`src/rtl/imem_loader_pkg.sv`:
```
// Shared types and constants for the instruction-memory loader.
// The FSM state encoding and the frame geometry live here.
package imem_loader_pkg;

    typedef enum logic [2:0] {
        IDLE,
        HDR,
        DATA,
        WRITE,
        CHK,
        DONE,
        ERR
    } state_t;

    localparam int MAX_WORDS      = 32;
    localparam int BYTES_PER_WORD = 4;
    localparam int IDX_W          = $clog2(BYTES_PER_WORD);

    // A header is legal when it names between one and MAX_WORDS words.
    function automatic logic header_ok(input logic [7:0] n);
        return (n != 8'd0) && (n <= 8'(MAX_WORDS));
    endfunction

endpackage

```
`src/rtl/imem_word_packer.sv`:
```
// Big-endian byte-to-word packer with a running XOR checksum.
// The first byte of a word ends up in the most significant lane.
module imem_word_packer
    import imem_loader_pkg::*;
#(
    parameter int DATA_W = 32
) (
    input  logic              clk,
    input  logic              reset,
    input  logic              clear,
    input  logic              accept,
    input  logic [7:0]        byte_data,
    output logic [DATA_W-1:0] word,
    output logic [7:0]        checksum,
    output logic              word_full
);

    logic [DATA_W-1:0] word_reg;
    logic [7:0]        checksum_reg;
    logic [IDX_W-1:0]  idx_reg;

    always_ff @(posedge clk) begin
        if (reset || clear) begin
            word_reg     <= '0;
            checksum_reg <= '0;
            idx_reg      <= '0;
        end else if (accept) begin
            word_reg     <= {word_reg[DATA_W-9:0], byte_data};
            checksum_reg <= checksum_reg ^ byte_data;
            idx_reg      <= idx_reg + IDX_W'(1);
        end
    end

    // Asserted in the same cycle as the byte that completes the word.
    assign word_full = accept && (idx_reg == IDX_W'(BYTES_PER_WORD - 1));
    assign word      = word_reg;
    assign checksum  = checksum_reg;

endmodule

```
`src/rtl/imem_loader.sv`:
```
// Loads a framed byte stream into instruction memory and releases the
// core from reset only after a load completes with a matching checksum.
module imem_loader
    import imem_loader_pkg::*;
#(
    parameter int ADDR_W         = 5,
    parameter int DATA_W         = 32,
    parameter int TIMEOUT_CYCLES = 1024
) (
    input  logic              clk,
    input  logic              reset,
    input  logic              start,
    input  logic              byte_valid,
    input  logic [7:0]        byte_data,
    output logic              byte_ready,
    output logic              imem_we,
    output logic [ADDR_W-1:0] imem_addr,
    output logic [DATA_W-1:0] imem_wdata,
    output logic              core_hold,
    output logic              load_done,
    output logic              load_err
);

    localparam int TO_W = $clog2(TIMEOUT_CYCLES + 1);
    localparam int WL_W = $clog2(MAX_WORDS + 1);

    state_t            state_reg, state_next;
    logic [ADDR_W-1:0] wr_ptr_reg, wr_ptr_next;
    logic [WL_W-1:0]   words_left_reg, words_left_next;
    logic [TO_W-1:0]   timeout_reg, timeout_next;

    logic              receiving;
    logic              expired;
    logic              fire;
    logic              packer_clear;
    logic              packer_accept;
    logic              word_full;
    logic [7:0]        checksum;
    logic [DATA_W-1:0] packed_word;

    assign receiving = (state_reg == HDR) || (state_reg == DATA) || (state_reg == CHK);
    assign expired   = (timeout_reg == TO_W'(TIMEOUT_CYCLES));
    // Ready drops once the timeout expires so no byte is taken on the abort edge.
    assign byte_ready    = receiving && !expired;
    assign fire          = byte_valid && byte_ready;
    assign packer_accept = fire && (state_reg == DATA);

    imem_word_packer #(
        .DATA_W(DATA_W)
    ) u_packer (
        .clk       (clk),
        .reset     (reset),
        .clear     (packer_clear),
        .accept    (packer_accept),
        .byte_data (byte_data),
        .word      (packed_word),
        .checksum  (checksum),
        .word_full (word_full)
    );

    always_ff @(posedge clk) begin
        if (reset) begin
            state_reg      <= IDLE;
            wr_ptr_reg     <= '0;
            words_left_reg <= '0;
            timeout_reg    <= '0;
        end else begin
            state_reg      <= state_next;
            wr_ptr_reg     <= wr_ptr_next;
            words_left_reg <= words_left_next;
            timeout_reg    <= timeout_next;
        end
    end

    always_comb begin
        state_next      = state_reg;
        wr_ptr_next     = wr_ptr_reg;
        words_left_next = words_left_reg;
        timeout_next    = timeout_reg;
        packer_clear    = 1'b0;

        case (state_reg)
            IDLE, DONE, ERR: begin
                if (start) begin
                    state_next   = HDR;
                    wr_ptr_next  = '0;
                    timeout_next = '0;
                    packer_clear = 1'b1;
                end
            end
            HDR, DATA, CHK: begin
                if (expired) begin
                    state_next = ERR;
                end else if (fire) begin
                    timeout_next = '0;
                    case (state_reg)
                        HDR: begin
                            if (header_ok(byte_data)) begin
                                words_left_next = byte_data[WL_W-1:0];
                                state_next      = DATA;
                            end else begin
                                state_next = ERR;
                            end
                        end
                        DATA: begin
                            if (word_full) begin
                                state_next = WRITE;
                            end
                        end
                        default: begin
                            state_next = (byte_data == checksum) ? DONE : ERR;
                        end
                    endcase
                end else begin
                    timeout_next = timeout_reg + TO_W'(1);
                end
            end
            WRITE: begin
                wr_ptr_next     = wr_ptr_reg + ADDR_W'(1);
                words_left_next = words_left_reg - WL_W'(1);
                state_next      = (words_left_reg == WL_W'(1)) ? CHK : DATA;
            end
            default: begin
                state_next = IDLE;
            end
        endcase
    end

    // The packed word stays stable through WRITE because ready is low there.
    assign imem_we    = (state_reg == WRITE);
    assign imem_addr  = wr_ptr_reg;
    assign imem_wdata = packed_word;
    assign core_hold  = (state_reg != DONE);
    assign load_done  = (state_reg == DONE);
    assign load_err   = (state_reg == ERR);

endmodule

```
`config.mk`:
```
export PLATFORM = sky130hd
export DESIGN_NAME = imem_loader
export DESIGN_NICKNAME = d
export VERILOG_FILES = /design/src/rtl/imem_loader_pkg.sv /design/src/rtl/imem_word_packer.sv /design/src/rtl/imem_loader.sv
export SDC_FILE = /design/constraint.sdc
export NUM_CORES = 1
export LEC_CHECK = 0
export CELL_PAD_IN_SITES_DETAIL_PLACEMENT = 0
export CELL_PAD_IN_SITES_GLOBAL_PLACEMENT = 1
export CORE_ASPECT_RATIO = 0.75
export CORE_MARGIN = 10
export CORE_UTILIZATION = 25
export DETAILED_ROUTE_END_ITERATION = 7
export GPL_ROUTABILITY_DRIVEN = 0
export PLACE_DENSITY = 0.64
export SLEW_MARGIN = 20
export SYNTH_ARGS = -nofsm -noshare
export SYNTH_HDL_FRONTEND = slang
export SYNTH_SLANG_ARGS = --single-unit
```
`constraint.sdc`:
```
create_clock -name clk -period 2.1 [get_ports clk]
set_input_delay 0.525 -clock clk [delete_from_list [all_inputs] [get_ports clk]]
set_output_delay 0.525 -clock clk [all_outputs]
set_load 0.05 [all_outputs]
```
---- Word level (Yosys, flattened, before mapping) ----
Index checks and enable logic that the tools add are counted.
word-level totals
  logic and storage cells ................. 73
  bits in registers ....................... 67
operators by class
  add/sub/neg operators ................... 4
  bitwise logic cells ..................... 1
  reductions and logical operators ........ 20
  order comparisons ....................... 1
  muxes and demuxes ....................... 22
  equal/unequal tests ..................... 18
operator list
  kind                   number
  $mux 11                3
  $mux 6                 4
  $pmux 11 s2            1
  $mux 3                 6
  $pmux 6 s2             1
  $add 11x1->11 const B  1
  $eq 11x11->1 const B   1
  $ne 2x2->1 const B     5
  $pmux 5 s2             1
  $eq 3x3->1 const B     3
  $pmux 3 s3             1
  $eq 8x8->1             1
  $le 8x6->1 const B     1
  $reduce_bool 8->1      1
  $xor 8x8->8            1
  $eq 3x2->1 const B     2
  $eq 6x1->1 const B     1
  $ne 3x3->1 const B     2
  $pmux 3 s2             1
  $reduce_and 3->1       2
  $reduce_bool 2->1      3
  $reduce_or 3->1        2
  $sub 6x1->6 const B    1
  $add 5x1->5 const B    1
  13 further kinds       20

---- Longest topological paths before layout ----
  depth in word-level cells ............... 12
  gate-level depth with buffers ........... 9
  gate-level depth less buffers ........... 7

---- Cells and area by module ----
Synthesis repeated with hierarchy kept, for this count alone.
second synthesis, totals
  cell total of the unflattened synthesis .. 375
  area total of the unflattened synthesis .. 3,452.1 µm²
modules (own cells, without submodules)
  module            instances  cells an instance  area each (µm²)
  imem_loader       1          227                1,799.2
  imem_word_packer  1          148                1,652.8

---- Worst setup path after synthesis ----
OpenSTA, ideal clock, no wires.
  kind .................................... register to output
  start ................................... reg state_reg[2]
  end ..................................... out load_err
  cell stages (with the launch flop) ...... 5
  setup slack ............................. -282 ps
  arrival ................................. 1,857 ps
  cells stage by stage .................... dfxtp_1 buf_2 clkbuf_1 inv_1 nor3_1
between the ends
  longest elaborated chain between the ends .. 1
ends and longest elaborated chain
  element                 line                text
  from (decl)             imem_loader.sv:27   state_t state_reg, state_next;
  from (signal assigned)  imem_loader.sv:68   state_reg <= state_next;
  $eq 3x3->1              imem_loader.sv:135  assign load_err = (state_reg == ERR);
  to (decl)               imem_loader.sv:21   output logic load_err
No other way between the ends.

---- Worst setup path in the final report ----
  start ................................... reg timeout_reg[2]
  end ..................................... out byte_ready
between the ends
  longest elaborated chain between the ends .. 3
ends and longest elaborated chain
  element                 line               text
  from (decl)             imem_loader.sv:30  logic [TO_W-1:0] timeout_reg, timeout_next;
  from (signal assigned)  imem_loader.sv:71  timeout_reg <= timeout_next;
  $eq 11x11->1            imem_loader.sv:42  assign expired = (timeout_reg == TO_W'(TIMEOUT_CYCLES));
  $logic_not 1->1         imem_loader.sv:44  assign byte_ready = receiving && !expired;
  $logic_and 1x1->1       imem_loader.sv:44
  to (decl)               imem_loader.sv:15  output logic byte_ready,
No other way between the ends.

==> results_dict.tcl <==
set metrics [dict create \
    number_of_cell_instances_on_the_worst_register_to_register_path 7 \
    outcome "finished, violations left" \
    vdd_drop_max_mv 0.489 \
    worst-slew-pin-transition_ns 0.518 \
    critPathCapture "byte_ready" \
    antenna_cells 0 \
    max_freq_mhz 444 \
    hold_path_class "reg -> reg" \
    area.growth.synth_to_final_pct 61.5 \
    critPathLaunch "timeout_reg[2]" \
    failed_checks "negative setup slack" \
    tritoncts.num_buffers 9 \
    grt_setup_unrepaired "true" \
    detailedPlacementHpwl_mm 6.77 \
    type_of_the_worst_setup_path "reg -> out" \
    cp_data_required_time_ns 1.57 \
    crit_path_max_fanout 2 \
    static-leakage-power_uw 0.00204 \
    min_period_ns 2.25 \
    number_of_detailed_routing_iterations_run_before_antenna_repair 4 \
    dieArea_um2 17900 \
    finalMaxSlewViolations 0 \
    ys_seq_area_frac 0.416 \
    htree_num_levels 3 \
    critical_path.cell_chain "or4_4 > buf_6 > nor3_4 > nor2_2 > buf_12" \
    r2r-start "timeout_reg[2]" \
    grt.total_usage 0.108 \
    grt.overflow.total 0 \
    worst_slack_ns -0.153 \
    post_drt_wl_per_cell_um 14.9 \
    combinational_power_share 0.483 \
    cell_internal_pwr_uw 3830 \
    yosys_most_used_dff "sky130_fd_sc_hd__dfxtp_1" \
    synth.cell_area_um2 3220 \
    number_of_flip_flops_and_latches_in_the_synthesized_netlist 67 \
    synth_enable_flop_cells 0 \
    cts_hold_buf 0 \
    drv.max_cap_violation_count 0 \
    synth_cell_type_count 63 \
    power.sequential.fraction 0.239 \
    share_clk_of_total_power 0.278 \
    regToRegEndpoint "state_reg[1]" \
    tritoncts "yes" \
    die-height_um 118 \
    rrSetupSlack_ns -0.15 \
    syn_inst 389 \
    largest_register_ff_count 32 \
    cts_buffer_depth 2 \
    power.density_cell_area_nw_per_um2 1150 \
    postSynthAreaPerCell_um2 8.29 \
    clock_latency_ns 0.33 \
    startpoint_type "flop" \
    num_io_pins 54 \
    net-switching-power_uw 2140 \
    relSlewSlack 0.654 \
    finalHoldViolations 0 \
    post_dr_vias_cell 4.72 \
    crit_cells 5 \
    synthesis_warnings 0 \
    core_area_um2 12400 \
    grt_first_pass_wirelength_mm 16.0 \
    timing.clock.skew_ns 0.00381 \
    routed-via-count 3131 \
    power_switching_share 0.358 \
    post_placement_setup_slack_ns -0.545 \
    nNetsFinal 511 \
    cp.arrival_ns 1.73 \
    starting_utilization_of_the_core_area 0.259 \
    timing.critical_path.slowest_stage_cell "sky130_fd_sc_hd__or4_4" \
    die_width_um 151 \
    timing.critical_path.max_delay_family "simple AND/OR/NAND/NOR gates" \
    synth_nets 407 \
    antenna_found_initial 0 \
    fin_crit_sh 1.07 \
    floorplan.rows 35 \
    crit_path_max_incr_delay_ns 0.56 \
    report.final.setup_viol 37 \
    postSynth.asyncResetShare 0 \
    io_buffer_count 53 \
    wl_mm 9.86 \
    cts.clk_slew.worst_paths_ns 0.06 \
    clkSinkCount 67 \
    pin_count_of_the_biggest_net_entering_global_routing 43 \
    worstPathBufferInverterCount 2 \
    dr.first_iter.drc_count 191 \
    clockRootBuffer "sky130_fd_sc_hd__clkbuf_16" \
    number_of_global_route_vias_before_repair 3180 \
    hold_ws_ns 0.456 \
    drc 0 \
    critPathCaptureType "output port" \
    final_layout_size_suffix_gt1_frac 0.400 \
    antenna_left 0 \
]
tightest hold or removal path, stage by stage (launching register included):
cell and delay [ns]:
sky130_fd_sc_hd__dfxtp_1 0.31, sky130_fd_sc_hd__nand2_1 0.05, sky130_fd_sc_hd__a21oi_1 0.05
area by class of cell:
cell class / instances / area, um^2
Inverter: 11 / 45.0
Fill cell: 1273 / 7230
Timing Repair Buffer: 117 / 1200
Clock inverter: 4 / 72.6
Sequential cell: 67 / 1340
Multi-Input combinational cell: 287 / 2080
Tap cell: 166 / 208
Clock buffer: 12 / 256
synthesized netlist by cell type, drive strengths merged, types with 6 or more instances:
master	instances	area share
buf	10	0.024
nor3	6	0.011
clkbuf	14	0.016
xor2	19	0.052
or4	9	0.026
nand3	10	0.017
nand2	81	0.094
nor2	21	0.026
or3	12	0.026
dfxtp	67	0.42
o21ai	14	0.022
inv	11	0.013
a21oi	52	0.091
ha	6	0.023
how the worst min path moves through the flow:
stage | slack, ns | start | depth (start not counted) | endpoint
final | 0.46 | u_packer.word[29] | 2 | u_packer.word[29]
after global routing | 0.48 | u_packer.word[27] | 2 | u_packer.word[27]
after CTS | 0.46 | u_packer.word[29] | 2 | u_packer.word[29]
after detailed placement | 0.45 | u_packer.word[29] | 2 | u_packer.word[29]
after global placement | 0.45 | u_packer.word[28] | 2 | u_packer.word[28]
after floorplan | 0.44 | u_packer.idx_reg[1] | 2 | u_packer.idx_reg[1]
layer usage:
metal	GRT usage	wire, um	vias to the layer above
met4	0.0390	132	0
met1	0.131	4570	1508
met3	0.0358	455	12
li1	-	-	1575
met2	0.173	4700	36
met5	0	0	-
logic make-up (layout without fill, tap and decap cells):
group / count (synthesis) / in the layout / synth area share
simple gates: 159 / 159 / 0.246
mux: 1 / 1 / 0.00311
compound gates: 99 / 99 / 0.199
fa+ha+maj: 6 / 6 / 0.0233
buf+inv: 35 / 144 / 0.0528
xor+xnor: 22 / 22 / 0.0598
flops: 67 / 67 / 0.416
repair_timing:
| action | in CTS | in global routing |
|---|---|---|
| resized for setup | 15 | 97 |
| endpoints found under the setup margin | 23 | 37 |
| pin swaps | 4 | 51 |
| hold endpoints to repair | 0 | 0 |
| gates cloned | 0 | 3 |
| buffers inserted | 8 | 2 |
cells in the final DEF, fill, tap and decap left out, types with 5 or more instances in the layout:
cell,count
sky130_fd_sc_hd__dfxtp_1,66
sky130_fd_sc_hd__buf_4,62
sky130_fd_sc_hd__nand2_1,56
sky130_fd_sc_hd__a21oi_2,28
sky130_fd_sc_hd__a21oi_1,24
sky130_fd_sc_hd__clkdlybuf4s50_1,21
sky130_fd_sc_hd__nor2_1,18
sky130_fd_sc_hd__xor2_1,17
sky130_fd_sc_hd__nand2_2,13
sky130_fd_sc_hd__nand2_4,12
sky130_fd_sc_hd__clkbuf_16,12
sky130_fd_sc_hd__dlymetal6s2s_1,11
sky130_fd_sc_hd__buf_12,10
sky130_fd_sc_hd__inv_1,9
sky130_fd_sc_hd__nand3_1,8
sky130_fd_sc_hd__buf_6,8
sky130_fd_sc_hd__o21ai_1,6
sky130_fd_sc_hd__o21ai_0,6
sky130_fd_sc_hd__ha_1,6
sky130_fd_sc_hd__or4_4,5
sky130_fd_sc_hd__or3_4,5
power by group through the flow:
stage / sequential [uW] / combinational (uW) / clock (uW)
6_report: 1430 / 2880 / 1660
5_1_grt: 1440 / 3100 / 1750
4_1_cts: 1410 / 2520 / 1700
3_5_place_dp: 1440 / 2190 / 0
3_3_place_gp: 1440 / 2180 / 0
2_1_floorplan: 1470 / 1340 / 0
through the flow:
stage / std cells / util / cell area [um^2] / setup TNS (ns) / power, uW
after floorplan: 389 / - / 3240 / 0 / 2810
after global placement: 635 / 0.345 / 4300 / -6.68 / 3610
after detailed placement: 635 / 0.345 / 4300 / -6.90 / 3630
after CTS: 659 / 0.382 / 4750 / -1.60 / 5630
after global routing: 664 / 0.419 / 5210 / -6.23 / 6280
final: 664 / 0.419 / 5210 / -1.36 / 5970
Note: power is estimated with default switching activity, not from simulation.
